===== src/rtl/unidad_pc_pkg.sv =====
// Shared types and constants for the fetch-side PC stage.
package unidad_pc_pkg;

  localparam int XLEN_DEF    = 32;
  localparam int INSTR_BYTES = 4;

  // Fetch sequencer states.
  typedef enum logic [1:0] {
    IDLE  = 2'd0,
    FETCH = 2'd1,
    HOLD  = 2'd2
  } state_t;

  // Next-value select for the PC register.
  typedef enum logic [1:0] {
    PC_HOLD = 2'd0,
    PC_INC  = 2'd1,
    PC_LOAD = 2'd2
  } pc_sel_t;

endpackage


===== src/rtl/unidad_pc_registro_pc.sv =====
// registro_pc: architectural PC register with async reset, load-enable and
// a redirect / increment / hold next-value mux. Increment wraps mod 2^XLEN.
module registro_pc
  import unidad_pc_pkg::*;
#(
  parameter int              XLEN     = XLEN_DEF,
  parameter logic [XLEN-1:0] RESET_PC = '0
) (
  input  logic            clk,
  input  logic            rst,
  input  pc_sel_t         sel,
  input  logic [XLEN-1:0] target,
  output logic [XLEN-1:0] pc
);

  logic [XLEN-1:0] pc_next;
  logic            load;

  // Next-value mux; the hold leg is only a default since load gates the write.
  always_comb begin
    pc_next = pc;
    case (sel)
      PC_INC:  pc_next = pc + XLEN'(INSTR_BYTES);
      PC_LOAD: pc_next = target;
      default: pc_next = pc;
    endcase
  end

  assign load = (sel != PC_HOLD);

  // PC storage, reloaded only when the sequencer asks for a change.
  always_ff @(posedge clk or posedge rst) begin
    if (rst)       pc <= RESET_PC;
    else if (load) pc <= pc_next;
  end

endmodule


===== src/rtl/unidad_pc.sv =====
// unidad_pc: fetch PC stage. Issues one imem request at a time, parks the
// returned word in a single-entry slot for decode, and redirects on
// branch_taken. A redirect that lands while a request is outstanding marks
// that request killed so its response is dropped on arrival.
// Optional build macro: MISALIGN_TRAP_EN (misaligned targets trap instead of
// redirecting; adds misalign_trap / misalign_addr ports).
module unidad_pc
  import unidad_pc_pkg::*;
#(
  parameter int              XLEN     = XLEN_DEF,
  parameter logic [XLEN-1:0] RESET_PC = '0
) (
  input  logic            clk,
  input  logic            rst,
  output logic            imem_req,
  output logic [XLEN-1:0] imem_addr,
  input  logic            imem_ack,
  input  logic [31:0]     imem_rdata,
  output logic            instr_valid,
  input  logic            instr_ready,
  output logic [31:0]     instr,
  output logic [XLEN-1:0] instr_pc,
  input  logic            branch_taken,
  input  logic [XLEN-1:0] branch_target,
  output logic [XLEN-1:0] pc_actual
`ifdef MISALIGN_TRAP_EN
  ,
  output logic            misalign_trap,
  output logic [XLEN-1:0] misalign_addr
`endif
);

  state_t          state, state_nxt;
  logic            kill, kill_nxt;
  logic [XLEN-1:0] kill_addr;
  logic [XLEN-1:0] pc;
  pc_sel_t         pc_sel;
  logic            redirect;
  logic            capture;
  logic            flush;
  logic            hide_addr;

`ifdef MISALIGN_TRAP_EN
  logic misaligned;
  assign misaligned = branch_taken && (branch_target[1:0] != 2'b00);
  assign redirect   = branch_taken && !misaligned;

  // Trap pulse and offending-address capture for rejected targets.
  always_ff @(posedge clk or posedge rst) begin
    if (rst) begin
      misalign_trap <= 1'b0;
      misalign_addr <= '0;
    end else begin
      misalign_trap <= misaligned;
      if (misaligned) misalign_addr <= branch_target;
    end
  end
`else
  assign redirect = branch_taken;
`endif

  registro_pc #(
    .XLEN     (XLEN),
    .RESET_PC (RESET_PC)
  ) u_registro_pc (
    .clk    (clk),
    .rst    (rst),
    .sel    (pc_sel),
    .target (branch_target),
    .pc     (pc)
  );

  // Sequencer: next state, kill tracking and PC select. Redirect wins.
  always_comb begin
    state_nxt = state;
    kill_nxt  = kill;
    pc_sel    = redirect ? PC_LOAD : PC_HOLD;
    capture   = 1'b0;
    flush     = 1'b0;
    hide_addr = 1'b0;
    case (state)
      IDLE: state_nxt = FETCH;
      FETCH: begin
        if (redirect) begin
          // With an ack this edge the request is done, nothing left to kill.
          if (imem_ack) begin
            kill_nxt = 1'b0;
          end else begin
            kill_nxt  = 1'b1;
            hide_addr = !kill;
          end
        end else if (imem_ack) begin
          if (kill) begin
            kill_nxt = 1'b0;
          end else begin
            capture   = 1'b1;
            pc_sel    = PC_INC;
            state_nxt = HOLD;
          end
        end
      end
      HOLD: begin
        if (redirect || (instr_valid && instr_ready)) begin
          flush     = 1'b1;
          state_nxt = FETCH;
        end
      end
      default: state_nxt = IDLE;
    endcase
  end

  // State and kill flag; kill_addr keeps the bus address of a killed request.
  always_ff @(posedge clk or posedge rst) begin
    if (rst) begin
      state     <= IDLE;
      kill      <= 1'b0;
      kill_addr <= RESET_PC;
    end else begin
      state <= state_nxt;
      kill  <= kill_nxt;
      if (hide_addr) kill_addr <= pc;
    end
  end

  // Instruction slot handed to decode.
  always_ff @(posedge clk or posedge rst) begin
    if (rst) begin
      instr_valid <= 1'b0;
      instr       <= '0;
      instr_pc    <= RESET_PC;
    end else if (capture) begin
      instr_valid <= 1'b1;
      instr       <= imem_rdata;
      instr_pc    <= pc;
    end else if (flush) begin
      instr_valid <= 1'b0;
    end
  end

  assign imem_req  = (state == FETCH);
  assign imem_addr = kill ? kill_addr : pc;
  assign pc_actual = pc;

endmodule


===== config.mk =====
export PLATFORM = sky130hd
export DESIGN_NAME = unidad_pc
export DESIGN_NICKNAME = d
export VERILOG_FILES = /design/src/rtl/unidad_pc_pkg.sv /design/src/rtl/unidad_pc_registro_pc.sv /design/src/rtl/unidad_pc.sv
export SDC_FILE = /design/constraint.sdc
export NUM_CORES = 1
export LEC_CHECK = 0
export ABC_AREA = 0
export BUFFER_PORTS_ARGS = -buffer_cell sky130_fd_sc_hd__buf_2
export CORE_MARGIN = 10
export CORE_UTILIZATION = 40
export DETAILED_ROUTE_END_ITERATION = 10
export HOLD_SLACK_MARGIN = 0.03
export PLACE_DENSITY = 0.65
export SETUP_SLACK_MARGIN = 0.3
export SLEW_MARGIN = 10
export SYNTH_ARGS = -nofsm -noshare
export SYNTH_HDL_FRONTEND = slang
export SYNTH_SLANG_ARGS = --single-unit

===== constraint.sdc =====
create_clock -name clk -period 5.3 [get_ports clk]
set_input_delay 1.325 -clock clk [delete_from_list [all_inputs] [get_ports clk]]
set_output_delay 1.325 -clock clk [all_outputs]
set_load 0.03 [all_outputs]

==> summary.txt <==
Yosys
  – #FFs+latches synth: 132
  – Mapped Area: 0.00626 sq mm
  – Synthesized net count: 621
  – Count of flip-flops with a built-in enable after synthesis: 0
  – Distinct cells, synth: 58
  – Post-synth top flop: dfrtp_1
  – Synth warn: 0
  – Post-synth ARST share: 100%
  – Cells after synthesis: 550
  – Sequential area share after synthesis: 52.8%
  – Post-Syn Area per Cell: 11.4 sq um

CTS
  – Root buf cell: clkbuf_16
  – Reg clk slew, reported paths: 0.06 ns
  – CTS resizes: 0
  – CTS tree: done
  – Post-CTS Setup Inserts: 0
  – Total CTS buffers: 17
  – Post-CTS Hold Buffers: 0
  – Worst-Skew Late Latency: 0.42 ns
  – H-tree levels: 4
  – Clock Sinks: 132
  – Clock tree buffer depth: 2

Critical path
  – Critical Path Source: branch_taken
  – R2R Setup Slk: 1.94 ns
  – Slowest Stage Delay on Critical Path: 0.88 ns
  – Worst EP required: 5.63 ns
  – Crit-path cells: buf_2 -> nor3b_1 -> nand2_4 -> ha_2 -> nor2b_1 -> a22o_1 -> a21oi_1 -> mux2i_1
  – FF-to-FF End: u_registro_pc.pc[31]
  – Worst setup SP type: input port
  – Slowest CP cell: nor2b_1
  – R2r startpoint: kill
  – Kind of critical path: in -> reg
  – CP max FO: 35
  – CP Capture Type: flip-flop
  – Crit path DAT: 3.80 ns
  – R2R cell count: 7

Job
  – Max-cap violation count: 0

Route
  – Avg WL per Cell: 19.1 um
  – 1st-iter DRT viols: 369
  – ANT nets after route: 0
  – First-pass DRT Iterations: 5
  – WL final: 18,200 um
  – DR vias/cell: 5.41
  – # DRC: 0
  – Total number of vias: 5,148

Floorplan
  – I/O pin total: 199
  – Cell Rows: 45
  – Die Span Y: 145 um
  – Initial core utilization: 41.0%
  – CORE AREA: 0.0153 sq mm
  – Die area: 0.0210 sq mm
  – Horiz. Die Dim: 145 um

Cells and area
  – Final nets: 797
  – Most frequent cells in the layout: 198 x buf_2, 131 x dfrtp_1, 103 x mux2_2
  – Commonest non-fill, non-tap cell in the layout: buf_2
  – Layout cells sized above 1: 47.8%
  – Synthesis-to-finish area growth: 27.0%
  – Final Util: 52.1%

GRT
  – Largest net degree at the start of global routing: 96
  – Number of global-route vias before repair: 5,233
  – Grt total ovfl: 0
  – All-layer global routing usage: 16.9%
  – Initial antenna violation count: 1
  – First-pass GRT wire length: 29,200 um

STA
  – Max Clock Freq: 0.288 GHz
  – Hold Fails Final Rpt: 0
  – Slew of the pin with the lowest slew margin: 1.02 ns
  – Period utilization: 65.5%
  – Worst slew margin: 32.0%
  – Setup TNS: 0 ns
  – RSZ-0062 raised after global routing: false
  – Min Clock Period, post-route: 3.47 ns
  – # setup viols final: 0
  – Worst clock skew: 0.00712 ns
  – Slew Viols, Final: 0

Pwr
  – P_leak: 3.70 nW
  – Worst VDD drop: 330 uV
  – Total power: 5.97 mW
  – PwrDens: 751 mW/mm^2

Worst hold path
  – Worst min-delay path endpoint: instr_pc[18]
  – Hold Path Cell Cnt: 2
  – Worst hold path class: reg -> reg
  – HP Start: instr_pc[18]

Placement
  – RD Place Congestion: 0.871
  – HPWL after DPL: 13,100 um
  – Port Buf Inserts: 198

Status
  – Status: finished, final reports clean
==> cells in the mapped netlist, drive strengths merged, types with 4 or more instances <==
| cell | count | area [sq um] |
|---|---|---|
| a21oi | 13 | 65.1 |
| a22oi | 12 | 90.1 |
| a311o | 4 | 40.0 |
| a311oi | 6 | 52.6 |
| and2 | 5 | 32.5 |
| and3 | 6 | 38.8 |
| and4 | 5 | 45.0 |
| buf | 15 | 93.8 |
| clkbuf | 30 | 120 |
| dfrtp | 132 | 3300 |
| inv | 12 | 45.0 |
| mux2 | 103 | 1160 |
| mux2i | 4 | 40.0 |
| nand2 | 43 | 161 |
| nand3 | 12 | 72.6 |
| nand4 | 14 | 103 |
| nor2 | 23 | 86.3 |
| nor3 | 9 | 45.0 |
| nor4 | 6 | 37.5 |
| o21ai | 47 | 235 |
| o22ai | 5 | 31.3 |
| o311ai | 4 | 35.0 |
==> how the worst max path moves through the flow <==
stage / to / slack (ns)
5_1_grt: u_registro_pc.pc[31] / 1.71
4_1_cts: u_registro_pc.pc[31] / 1.92
2_1_floorplan: instr[0] / 0.45
6_report: u_registro_pc.pc[31] / 1.83
3_5_place_dp: u_registro_pc.pc[31] / 1.48
3_3_place_gp: u_registro_pc.pc[31] / 1.60
==> registers in the layout, indices dropped and copies added (netlist names) <==
register / cells
instr: 32
instr_valid: 1
instr_pc: 32
kill_addr: 32
kill: 1
u_registro_pc.pc: 32
state: 2
==> where the power goes <==
| group | switching, mW | internal (mW) | total (mW) |
|---|---|---|---|
| combinational | 1.83 | 0.977 | 2.81 |
| clock | 0.439 | 0.728 | 1.17 |
| sequential | 0.508 | 1.49 | 1.99 |
| total | 2.78 | 3.19 | 5.97 |
==> cell families after synthesis <==
group           count (synthesis)  share of synthesized area (%)
compound gates                113                           11.8
fa+ha+maj                       2                          0.400
buf+inv                        58                           4.20
flops                         132                           52.8
mux                           107                           19.2
simple gates                  138                           11.6
==> per-stage QoR <==
stage | setup slack, ns | std cells | hold WS [ns] | instance area (sq um)
global placement | 1.60 | 918 | 0.459 | 7350
floorplan | 0.449 | 550 | 0.450 | 6260
finish | 1.83 | 951 | 0.475 | 7950
global route | 1.71 | 950 | 0.497 | 7950
detailed placement | 1.48 | 918 | 0.469 | 7350
CTS | 1.92 | 950 | 0.482 | 7950
==> per-layer routing <==
layer  share of wire, %  wire, um  track usage (%)  vias up
li1                   -         -                -     2374
met1                 44      7920             21.4     2552
met2                 47      8540             26.6      201
met3                8.2      1500             6.18       19
met4                1.3       230             4.85        2
met5              0.071        13                0        -
==> critical path, delay by kind of cell <==
family	cells	cell delay, ns
adders and majority gates	1	0.51
buffers and inverters	1	0.14
AOI/OAI and AO/OA	2	0.28
and+or+nand+nor	3	1.39
muxes	1	0.15
==> layout make-up <==
class	count	area (sq um)
antenna	1	2.50
clock buffer	20	467
clock inverter	12	128
fill	1357	7310
inverter	13	53.8
multi-input combinational	360	2710
sequential	132	3300
tap	211	264
timing repair buffer	202	1020
Power figures use the tool's default switching activity.
